<file path="config.mk">
export PLATFORM = sky130hd
export DESIGN_NAME = ram_arbiter
export DESIGN_NICKNAME = d
export VERILOG_FILES = /design/src/rtl/hxd32_pkg.sv /design/src/rtl/arb_burst_cnt.sv /design/src/rtl/ram_arbiter.sv
export SDC_FILE = /design/constraint.sdc
export NUM_CORES = 1
export LEC_CHECK = 0
export CORE_AREA = 2 2 110 112
export DETAILED_ROUTE_END_ITERATION = 8
export DIE_AREA = 0 0 112 114
export GPL_ROUTABILITY_DRIVEN = 0
export SKIP_CTS_REPAIR_TIMING = 1
export SLEW_MARGIN = 20
export SYNTH_ARGS = -nofsm -noshare
export SYNTH_HDL_FRONTEND = slang
export SYNTH_SLANG_ARGS = --single-unit
export TNS_END_PERCENT = 50
</file>
<file path="constraint.sdc">
create_clock -name clk_i -period 2.1 [get_ports clk_i]
set_input_delay 0.21 -clock clk_i [delete_from_list [all_inputs] [get_ports clk_i]]
set_output_delay 0.21 -clock clk_i [all_outputs]
set_load 0.005 [all_outputs]
</file>
<file path="src/rtl/hxd32_pkg.sv">
// Shared arbiter types: ownership FSM encoding and master count.
package hxd32_pkg;

  localparam int ARB_MASTERS = 2;

  typedef enum logic [1:0] {
    IDLE = 2'd0,
    OWN0 = 2'd1,
    OWN1 = 2'd2
  } arb_state_t;

endpackage

</file>
<file path="src/rtl/arb_burst_cnt.sv">
// Burst beat counter: counts accepted beats of the current owner, saturating at MAX_BURST.
// limit_o flags that a beat accepted now is (at least) the MAX_BURST-th of the tenure.
module arb_burst_cnt #(
  parameter int MAX_BURST = 8
) (
  input  logic clk_i,
  input  logic rst_n_i,
  input  logic clr_i,
  input  logic inc_i,
  output logic limit_o
);

  localparam int CW = $clog2(MAX_BURST + 1);

  logic [CW-1:0] cnt_q, cnt_d;

  always_comb begin
    cnt_d = cnt_q;
    if (clr_i) begin
      cnt_d = '0;
    end else if (inc_i && (cnt_q < CW'(MAX_BURST))) begin
      cnt_d = cnt_q + CW'(1);
    end
  end

  always_ff @(posedge clk_i or negedge rst_n_i) begin
    if (!rst_n_i) begin
      cnt_q <= '0;
    end else begin
      cnt_q <= cnt_d;
    end
  end

  assign limit_o = (cnt_q >= CW'(MAX_BURST - 1));

endmodule

</file>
<file path="src/rtl/ram_arbiter.sv">
// Two-master single-port RAM arbiter with registered grants; reads return one cycle after the beat.
// HXD32_ARB_RR_EN: round-robin IDLE ties and burst limit on both masters; otherwise m0 has priority.
module ram_arbiter
  import hxd32_pkg::*;
#(
  parameter int XLEN      = 32,
  parameter int MAX_BURST = 8
) (
  input  logic            clk_i,
  input  logic            rst_n_i,
  input  logic            m0_req_i,
  input  logic            m0_wr_en_i,
  input  logic [XLEN-1:0] m0_addr_i,
  input  logic [XLEN-1:0] m0_wr_data_i,
  input  logic [3:0]      m0_wr_byte_en_i,
  output logic            m0_gnt_o,
  output logic            m0_rd_valid_o,
  input  logic            m1_req_i,
  input  logic            m1_wr_en_i,
  input  logic [XLEN-1:0] m1_addr_i,
  input  logic [XLEN-1:0] m1_wr_data_i,
  input  logic [3:0]      m1_wr_byte_en_i,
  output logic            m1_gnt_o,
  output logic            m1_rd_valid_o,
  output logic [XLEN-1:0] rd_data_o,
  output logic            ram_en_o,
  output logic [XLEN-1:0] ram_addr_o,
  output logic [XLEN-1:0] ram_wr_data_o,
  output logic [3:0]      ram_wr_byte_en_o,
  input  logic [XLEN-1:0] ram_rd_data_i
);

  localparam int OW = $clog2(ARB_MASTERS);

`ifdef HXD32_ARB_RR_EN
  localparam bit RR_EN = 1'b1;
`else
  localparam bit RR_EN = 1'b0;
`endif

  arb_state_t    state_q, state_d;
  logic [OW-1:0] last_owner_q;
  logic          rd_vld0_q, rd_vld1_q;
  logic          acc0, acc1;
  logic          burst_limit;
  logic          cnt_clr;
  arb_state_t    tie_rr, tie_state;

  assign acc0 = m0_req_i && (state_q == OWN0);
  assign acc1 = m1_req_i && (state_q == OWN1);

  assign tie_rr    = (last_owner_q == OW'(1)) ? OWN0 : OWN1;
  assign tie_state = RR_EN ? tie_rr : OWN0;

  // Without round-robin m0 keeps the bus for as long as it keeps requesting.
  always_comb begin
    state_d = state_q;
    unique case (state_q)
      IDLE: begin
        if (m0_req_i && m1_req_i) state_d = tie_state;
        else if (m0_req_i)        state_d = OWN0;
        else if (m1_req_i)        state_d = OWN1;
      end
      OWN0: begin
        if (!m0_req_i)                              state_d = m1_req_i ? OWN1 : IDLE;
        else if (RR_EN && m1_req_i && burst_limit) state_d = OWN1;
      end
      OWN1: begin
        if (!m1_req_i)                     state_d = m0_req_i ? OWN0 : IDLE;
        else if (m0_req_i && burst_limit) state_d = OWN0;
      end
      default: state_d = IDLE;
    endcase
  end

  assign cnt_clr = (state_q == IDLE) || (state_d != state_q);

  arb_burst_cnt #(
    .MAX_BURST(MAX_BURST)
  ) u_burst_cnt (
    .clk_i  (clk_i),
    .rst_n_i(rst_n_i),
    .clr_i  (cnt_clr),
    .inc_i  (acc0 || acc1),
    .limit_o(burst_limit)
  );

  always_ff @(posedge clk_i or negedge rst_n_i) begin
    if (!rst_n_i) begin
      state_q      <= IDLE;
      last_owner_q <= OW'(1);
      rd_vld0_q    <= 1'b0;
      rd_vld1_q    <= 1'b0;
    end else begin
      state_q   <= state_d;
      rd_vld0_q <= acc0 && !m0_wr_en_i;
      rd_vld1_q <= acc1 && !m1_wr_en_i;
      if (state_d == OWN0 && state_q != OWN0) last_owner_q <= OW'(0);
      if (state_d == OWN1 && state_q != OWN1) last_owner_q <= OW'(1);
    end
  end

  always_comb begin
    ram_en_o         = 1'b0;
    ram_addr_o       = '0;
    ram_wr_data_o    = '0;
    ram_wr_byte_en_o = 4'b0000;
    if (acc0) begin
      ram_en_o         = 1'b1;
      ram_addr_o       = m0_addr_i;
      ram_wr_data_o    = m0_wr_data_i;
      ram_wr_byte_en_o = m0_wr_en_i ? m0_wr_byte_en_i : 4'b0000;
    end else if (acc1) begin
      ram_en_o         = 1'b1;
      ram_addr_o       = m1_addr_i;
      ram_wr_data_o    = m1_wr_data_i;
      ram_wr_byte_en_o = m1_wr_en_i ? m1_wr_byte_en_i : 4'b0000;
    end
  end

  assign m0_gnt_o      = (state_q == OWN0);
  assign m1_gnt_o      = (state_q == OWN1);
  assign m0_rd_valid_o = rd_vld0_q;
  assign m1_rd_valid_o = rd_vld1_q;
  assign rd_data_o     = ram_rd_data_i;

endmodule

</file>
# Word-level counts from Yosys, hierarchy flattened
# Index checks and enable logic that the tools add are counted.
# classes
order_cmp	2
mux	21
n_reduce_logical	13
n_addsub	1
n_eq_ne	3
# op_table
cell	count
$mux 32	4
$mux 4	6
$mux 2	7
$logic_and 1x1->1	7
$pmux 2 s3	1
$add 4x1->4 const B	1
$ge 4x3->1 const B	1
$lt 4x4->1 const B	1
$mux 1	3
$eq 2x1->1 const B	1
$eq 2x2->1 const B	1
$logic_not 1->1	2
$logic_not 2->1	1
$logic_or 1x1->1	2
$ne 2x2->1	1
$reduce_bool 2->1	1
# word_totals
ff_bits	8
output_inout_bits	105

# Longest topological paths before layout
# Gate-level depths: netlist of the first run.
# logic_depth
depth_word	8
ltp_mapped	5
ltp_nobuf	5

# Modules after synthesis
# Synthesis of the first run repeated with hierarchy kept, for this count alone.
# hier_totals
cells_unflattened	153
hier_area_um2	1366.3
# modules_own_cells
mod	cells_each	seq_area_each_um2	n_inst	area_per_inst_um2
ram_arbiter	137	100.1	1	1172.4
arb_burst_cnt	16	100.1	1	193.9

# Worst setup path after synthesis of the first run
# OpenSTA, ideal clock, no wires.
# synth_timing
kind	register to output
from	register state_q[1]
to	output port ram_addr_o[0]
setup_slack_ns	0.762
t_arrival_ns	1.128
stages_incl_launch_ff	5
n_path_buf	2
t_required_ns	1.890
cell_sequence	dfrtp_1 -> and3b_1 -> buf_4 -> buf_4 -> a22o_1
# synth_between
elab_chain_cells	4
word_cells_on_any_way	6
# synth_lines
element	line	text
start: declaration	ram_arbiter.sv:41	arb_state_t state_q, state_d;
start signal: assignment	ram_arbiter.sv:95	state_q <= state_d;
$eq 2x2->1	ram_arbiter.sv:50	assign acc1 = m1_req_i && (state_q == OWN1);
$logic_and 1x1->1	ram_arbiter.sv:50	
$mux 32	ram_arbiter.sv:113	end else if (acc1) begin
$mux 32 *	ram_arbiter.sv:108	if (acc0) begin
end: declaration	ram_arbiter.sv:27	output logic [XLEN-1:0] ram_addr_o,
# Mark *: on every way between the ends. The rest lies on a longest branch, timed or not.

# Worst setup path after layout of the first run
# layout_timing
from	register state_q[0]
to	output port ram_wr_data_o[11]
# layout_between
elab_chain_cells	4
word_cells_on_any_way	6
# layout_lines
element	line	text
$eq 2x2->1	ram_arbiter.sv:50	
$logic_and 1x1->1	ram_arbiter.sv:50	
$mux 32	ram_arbiter.sv:113	
$mux 32 *	ram_arbiter.sv:108	
end: declaration	ram_arbiter.sv:28	output logic [XLEN-1:0] ram_wr_data_o,
# Marked as above.

==> results of run 1 <==
-- through the flow --
stage	total power [mW]	utilization	hold slack [ns]
after global placement	0.827	0.294	0.420
after CTS	1.16	0.301	0.264
final	1.14	0.319	0.258
after detailed placement	0.833	0.294	0.420
after global routing	1.19	0.319	0.277
after floorplan	0.405	-	-0.0856
-- how the worst min path moves through the flow --
stage | start | endpoint | slack (ns) | depth (start not counted)
after global routing | rst_n_i | u_burst_cnt.cnt_q[3]$_DFFE_PN0P_ | 0.28 | 1
after CTS | rst_n_i | u_burst_cnt.cnt_q[2]$_DFFE_PN0P_ | 0.26 | 1
final | rst_n_i | u_burst_cnt.cnt_q[2]$_DFFE_PN0P_ | 0.26 | 1
after floorplan | rst_n_i | m0_rd_valid_o$_DFF_PN0_ | -0.09 | 0
after detailed placement | ram_rd_data_i[10] | rd_data_o[10] | 0.42 | 0
after global placement | ram_rd_data_i[10] | rd_data_o[10] | 0.42 | 0
-- per-layer routing --
metal  vias up  wire [um]  part of all wire  track usage
li1        936          -                 -            -
met1       948       3180              0.40        0.129
met2        97       4010              0.51        0.164
met3        18        609             0.077       0.0313
met4         0        108             0.014       0.0163
met5         -          0                 0            0
-- cells in the final DEF, fill, tap and decap left out, types with 2 or more instances in the layout --
cell	instances
nand2_1	2
nor2_1	7
clkdlybuf4s50_1	149
nand3b_1	2
buf_12	4
a21oi_1	3
dlymetal6s2s_1	65
a32o_1	4
buf_4	4
a22o_1	64
clkbuf_16	5
o21a_1	2
dfrtp_1	7
-- kinds of logic (layout without fill, tap and decap cells) --
logic type | after synthesis | in the layout | synth area share
buf+inv | 48 | 228 | 0.278
compound gates | 76 | 76 | 0.479
xor+xnor | 2 | 2 | 0.0126
mux | 1 | 1 | 0.00719
flops | 8 | 8 | 0.144
simple gates | 18 | 18 | 0.0702
fa+ha+maj | 1 | 1 | 0.00899
-- sequential cells by signal, indices dropped and copies added (netlist names) --
signal,cells
m0_rd_valid_o,1
m1_rd_valid_o,1
state_q,2
u_burst_cnt.cnt_q,4
-- final cells by class --
type | instances | area [um^2] | share of cell area
clock buffers | 3 | 75.1 | 0.0201
inverters | 1 | 3.75 | 0.00100
multi-input cells | 98 | 812 | 0.217
flip-flops and latches | 8 | 201 | 0.0538
well taps | 147 | 184 | 0.0492
repair buffers | 224 | 2460 | 0.659
-- power groups by stage --
stage	Sequential (mW)	Clock, mW	Combinational, mW
floorplan	0.169	0	0.236
global route	0.169	0.334	0.691
global placement	0.169	0	0.658
detailed placement	0.170	0	0.663
finish	0.168	0.317	0.652
CTS	0.168	0.323	0.669
==> flow_metrics.env, run 1 <==
export IMPL_slowest_stage="clkdlybuf4s50_1"
export IMPL_synthFlopType="dfrtp_1"
export IMPL_min_period_over_period=1.03
export IMPL_final_nets=511
export IMPL_ys_ff_latch=8
export IMPL_finalHoldViolCount=0
export IMPL_fmax_mhz=463
export IMPL_dp_cells=476
export IMPL_cp_num_buf_inv=2
export IMPL_cellPowerDensity_nw_per_um2=304
export IMPL_syn_nets=329
export IMPL_grt_antenna_before_repair=0
export IMPL_synth_top_area_share=0.403
export IMPL_drt_iter0_drc=47
export IMPL_clock_skew_ns=0.00281
export IMPL_num_antenna_cells=0
export IMPL_dieArea_um2=12800
export IMPL_reg2regPathDepth=5
export IMPL_setup_worst_path_start="state_q[0]$_DFF_PN0_"
export IMPL_die_x_um=112
export IMPL_p_int_mw=0.865
export IMPL_cap_violations=0
export IMPL_grt_usage=0.0989
export IMPL_fin_area_um2=3740
export IMPL_core_area_um2=11700
export IMPL_drc=0
export IMPL_r2r_start="state_q[0]$_DFF_PN0_"
export IMPL_vias_per_cell=4.16
export IMPL_combinationalPowerShare=0.573
export IMPL_numCtsBuffers=3
export IMPL_grt_max_degree=44
export IMPL_area_delta_synth_final_pct=169
export IMPL_endpoint_kind="output port"
export IMPL_power_leakage_nw=2.40
export IMPL_drt_wirelength_per_cell_um=16.4
export IMPL_rows=40
export IMPL_drive_gt1_frac=0.0599
export IMPL_crit_cells=4
export IMPL_rsz0062_at_grt="true"
export IMPL_syn_area_per_cell_um2=9.03
export IMPL_peakVddDrop_mv=0.484
export IMPL_ant_nets=0
export IMPL_synth_area_leaders="a22o_1 40%, buf_4 21%, dfrtp_1 14%, buf_6 6.5%, a32o_1 2.9%"
export IMPL_finalSetupViolCount=3
export IMPL_dp_hpwl_um=5950
export IMPL_firstDrtPassIters=4
export IMPL_cpPeakStageDelay_ns=0.51
export IMPL_final_cells=481
export IMPL_max_slew_margin=0.759
export IMPL_clk_pin_slew_ns=0.04
export IMPL_cts_root_buffer="clkbuf_16"
export IMPL_wl_um=7910
export IMPL_setup_tns_ns=-0.131
export IMPL_cts_tree="yes"
export IMPL_grt_ovfl_total=0
export IMPL_clkSinkCount=8
export IMPL_dpl_cell_area_um2=3450
export IMPL_clockPowerShare=0.279
export IMPL_violations="setup timing"
export IMPL_switching_share=0.239
export IMPL_fin_ws_ns=-0.0592
export IMPL_clk_path_buf_depth=2
export IMPL_path_cells="and3b_4 > buf_12 > a22o_1 > clkdlybuf4s50_1"
export IMPL_start_kind="flip-flop"
export IMPL_critical_path_class="reg2out"
export IMPL_grt_pass1_wl_um=10300
export IMPL_run_status="finished with violations"
export IMPL_netlist_instances=154
export IMPL_dieHeight_um=114
export IMPL_r2r_setup_slack_ns=0.61
export IMPL_clk_latency_ns=0.23
export IMPL_critical_path_peak_fanout=24
export IMPL_preCtsSetupSlack_ns=-0.0517
export IMPL_ys_seq_area_frac=0.144
export IMPL_hold_path_class="in2async"
export IMPL_worstMarginPinSlew_ns=0.360
export IMPL_cts_max_level=1
export IMPL_synthTopCellsByCount="64 x a22o_1, 39 x buf_4, 8 x buf_6, 8 x dfrtp_1, 7 x nor2_1"
export IMPL_nFillCells=1214
export IMPL_critical_path_top_delay_family="buffers and inverters"
export IMPL_ioPinCount=279
export IMPL_drv_slew=0
export IMPL_start_util=0.119
export IMPL_synth_most_common_cell="a22o_1"
export IMPL_critPathCapture="ram_wr_data_o[11]"
export IMPL_seqPwrFrac=0.148
export IMPL_synthesis_area_um2=1390
export IMPL_ys_types=24
export IMPL_min_period_ns=2.16
export IMPL_cp_arrival_ns=1.95
export IMPL_grt_pass1_vias=1904
export IMPL_ys_warnings_count=0
export IMPL_io_buffers=214
export IMPL_p_sw_mw=0.272
export IMPL_synth_edff_count=0
export IMPL_worst_r2r_endpoint="u_burst_cnt.cnt_q[2]$_DFFE_PN0P_"
export IMPL_synth_top_area_cell="a22o_1"
export IMPL_vias=1999
export IMPL_cp_required_ns=1.89
export IMPL_synth_async_sr_flop_share=1.00
Note: power is estimated with default switching activity, not from simulation.
==> inputs of run 2 (changes only) <==
--- a/config.mk
+++ b/config.mk
@@ -5,7 +5,9 @@
 export SDC_FILE = /design/constraint.sdc
 export NUM_CORES = 1
 export LEC_CHECK = 0
+export CAP_MARGIN = 20
 export CORE_AREA = 2 2 110 112
+export CTS_CLUSTER_DIAMETER = 80
 export DETAILED_ROUTE_END_ITERATION = 8
 export DIE_AREA = 0 0 112 114
 export GPL_ROUTABILITY_DRIVEN = 0
@@ -14,4 +16,4 @@
 export SYNTH_ARGS = -nofsm -noshare
 export SYNTH_HDL_FRONTEND = slang
 export SYNTH_SLANG_ARGS = --single-unit
-export TNS_END_PERCENT = 50
+export TNS_END_PERCENT = 5
==> run 2 against run 1 <==
Net effect: the flow still finishes with violations (setup timing); non-clock buffer count did not move; global-route usage is the same; final cell count stayed put; die area stayed put; first-iteration DRC count rose by 34%; worst hold slack better by 0.0021 ns.
==> flow_metrics.env, run 2 (synthesized netlist as in run 1, its figures left out) <==
export IMPL_run_status="finished with violations"
export IMPL_violations="setup timing"
export IMPL_firstDrtPassIters=4
export IMPL_whs_ns=0.261
export IMPL_worstMarginPinSlew_ns=0.365
export IMPL_start_util=0.119
export IMPL_final_common_cell="clkdlybuf4s50_1"
export IMPL_min_period_ns=2.16
export IMPL_dieHeight_um=114
export IMPL_finalHoldViolCount=0
export IMPL_fin_area_um2=3740
export IMPL_drc=0
export IMPL_critical_path_peak_fanout=24
export IMPL_grt_met1_usage=0.129
export IMPL_clock_skew_ns=0.00282
export IMPL_power_leakage_nw=2.40
export IMPL_reg_largest_list="u_burst_cnt.cnt_q x4, state_q x2"
export IMPL_p_int_mw=0.865
export IMPL_grt_busiest_layer="met2"
export IMPL_cp_required_ns=1.89
export IMPL_multi_input_area_um2=812
export IMPL_clockPowerShare=0.279
export IMPL_drt_wirelength_per_cell_um=16.4
export IMPL_grt_usage=0.0989
export IMPL_hold_path_class="in2async"
export IMPL_final_cells=481
export IMPL_switching_share=0.239
export IMPL_use_met3=0.0313
export IMPL_finalSetupViolCount=3
export IMPL_ioPinCount=279
export IMPL_dp_cells=476
export IMPL_die_x_um=112
export IMPL_clk_latency_ns=0.23
export IMPL_min_period_over_period=1.03
export IMPL_num_antenna_cells=0
export IMPL_ant_nets=0
export IMPL_io_buffers=214
export IMPL_grt_ovfl_total=0
export IMPL_clk_path_buf_depth=2
export IMPL_largest_reg_flops=4
export IMPL_grtUsageMet2=0.164
export IMPL_cts_max_level=1
export IMPL_grt_antenna_before_repair=0
export IMPL_rows=40
export IMPL_max_slew_margin=0.756
export IMPL_cap_violations=0
export IMPL_fmax_mhz=463
export IMPL_drv_slew=0
export IMPL_cts_root_buffer="clkbuf_16"
export IMPL_cts_tree="yes"
export IMPL_p_sw_mw=0.272
export IMPL_start_kind="flip-flop"
export IMPL_clk_pin_slew_ns=0.04
export IMPL_fin_ws_ns=-0.0597
export IMPL_seqPwrFrac=0.148
export IMPL_endpoint_kind="output port"
export IMPL_dpl_cell_area_um2=3450
export IMPL_area_delta_synth_final_pct=169
export IMPL_core_area_um2=11700
export IMPL_regMostFlops="u_burst_cnt.cnt_q"
export IMPL_peakVddDrop_mv=0.484
export IMPL_grt_max_degree=44
export IMPL_final_cell_mix="149 x clkdlybuf4s50_1, 65 x dlymetal6s2s_1, 64 x a22o_1, 7 x nor2_1, 7 x dfrtp_1"
export IMPL_vias_per_cell=4.17
export IMPL_dp_hpwl_um=5950
export IMPL_power_mw=1.14
export IMPL_clkSinkCount=8
export IMPL_wl_um=7910
export IMPL_grt_pass1_vias=1904
export IMPL_combinationalPowerShare=0.573
export IMPL_cellPowerDensity_nw_per_um2=304
export IMPL_dieArea_um2=12800
export IMPL_critical_path_class="reg2out"
export IMPL_rsz0062_at_grt="true"
export IMPL_grt_pass1_wl_um=10300
export IMPL_vias=2007
export IMPL_drt_iter0_drc=63
export IMPL_seq_area_um2=201
export IMPL_drive_gt1_frac=0.0599
export IMPL_final_nets=511
export IMPL_cp_arrival_ns=1.95
export IMPL_nFillCells=1214
export IMPL_numCtsBuffers=3
## run 2: path summary, 6_finish.rpt
kind / start / end / slack, ns / cells past startpoint
worst min register to register: u_burst_cnt.cnt_q[1]$_DFFE_PN0P_ / u_burst_cnt.cnt_q[1]$_DFFE_PN0P_ / 0.58 / 2
worst max-delay path: state_q[0]$_DFF_PN0_ / ram_wr_data_o[11] / -0.06 / 4
min in group clk_i: ram_rd_data_i[0] / rd_data_o[0] / 0.42 / 0
max in group asynchronous: rst_n_i / state_q[0]$_DFF_PN0_ / 1.55 / 1
worst min-delay path: rst_n_i / u_burst_cnt.cnt_q[3]$_DFFE_PN0P_ / 0.26 / 1
worst max register to register: state_q[0]$_DFF_PN0_ / u_burst_cnt.cnt_q[2]$_DFFE_PN0P_ / 0.61 / 5
## run 2: critical path, cell delays in order, from the launching register on
cell and delay, ns:
dfrtp_2 0.43, and3b_4 0.42, buf_12 0.19, a22o_1 0.16, clkdlybuf4s50_1 0.51
## run 2: power by group through the flow
stage / Combinational [mW] / Clock, mW / Sequential, mW
after floorplan: 0.236 / 0 / 0.169
after global placement: 0.658 / 0 / 0.169
after detailed placement: 0.663 / 0 / 0.170
after CTS: 0.669 / 0.323 / 0.168
after global routing: 0.691 / 0.334 / 0.169
final: 0.652 / 0.317 / 0.168
## run 2: cell type report
type,count,area share
repair buffers,224,0.659
clock buffers,3,0.0201
inverters,1,0.00100
multi-input cells,98,0.217
well taps,147,0.0492
flip-flops and latches,8,0.0538
## run 2: per-layer routing
layer | wire length (um) | part of all wire
met1 | 3190 | 0.40
met2 | 3990 | 0.51
met3 | 611 | 0.077
met4 | 108 | 0.014
met5 | 0 | 0
## run 2: stage by stage
stage                     setup TNS [ns]  utilization  setup slack, ns
after floorplan                        0            -            0.762
after global placement           -0.0449        0.294          -0.0323
after detailed placement         -0.0779        0.294          -0.0517
after CTS                          -1.83        0.301           -0.114
after global routing              -0.345        0.319           -0.145
final                             -0.131        0.319          -0.0597
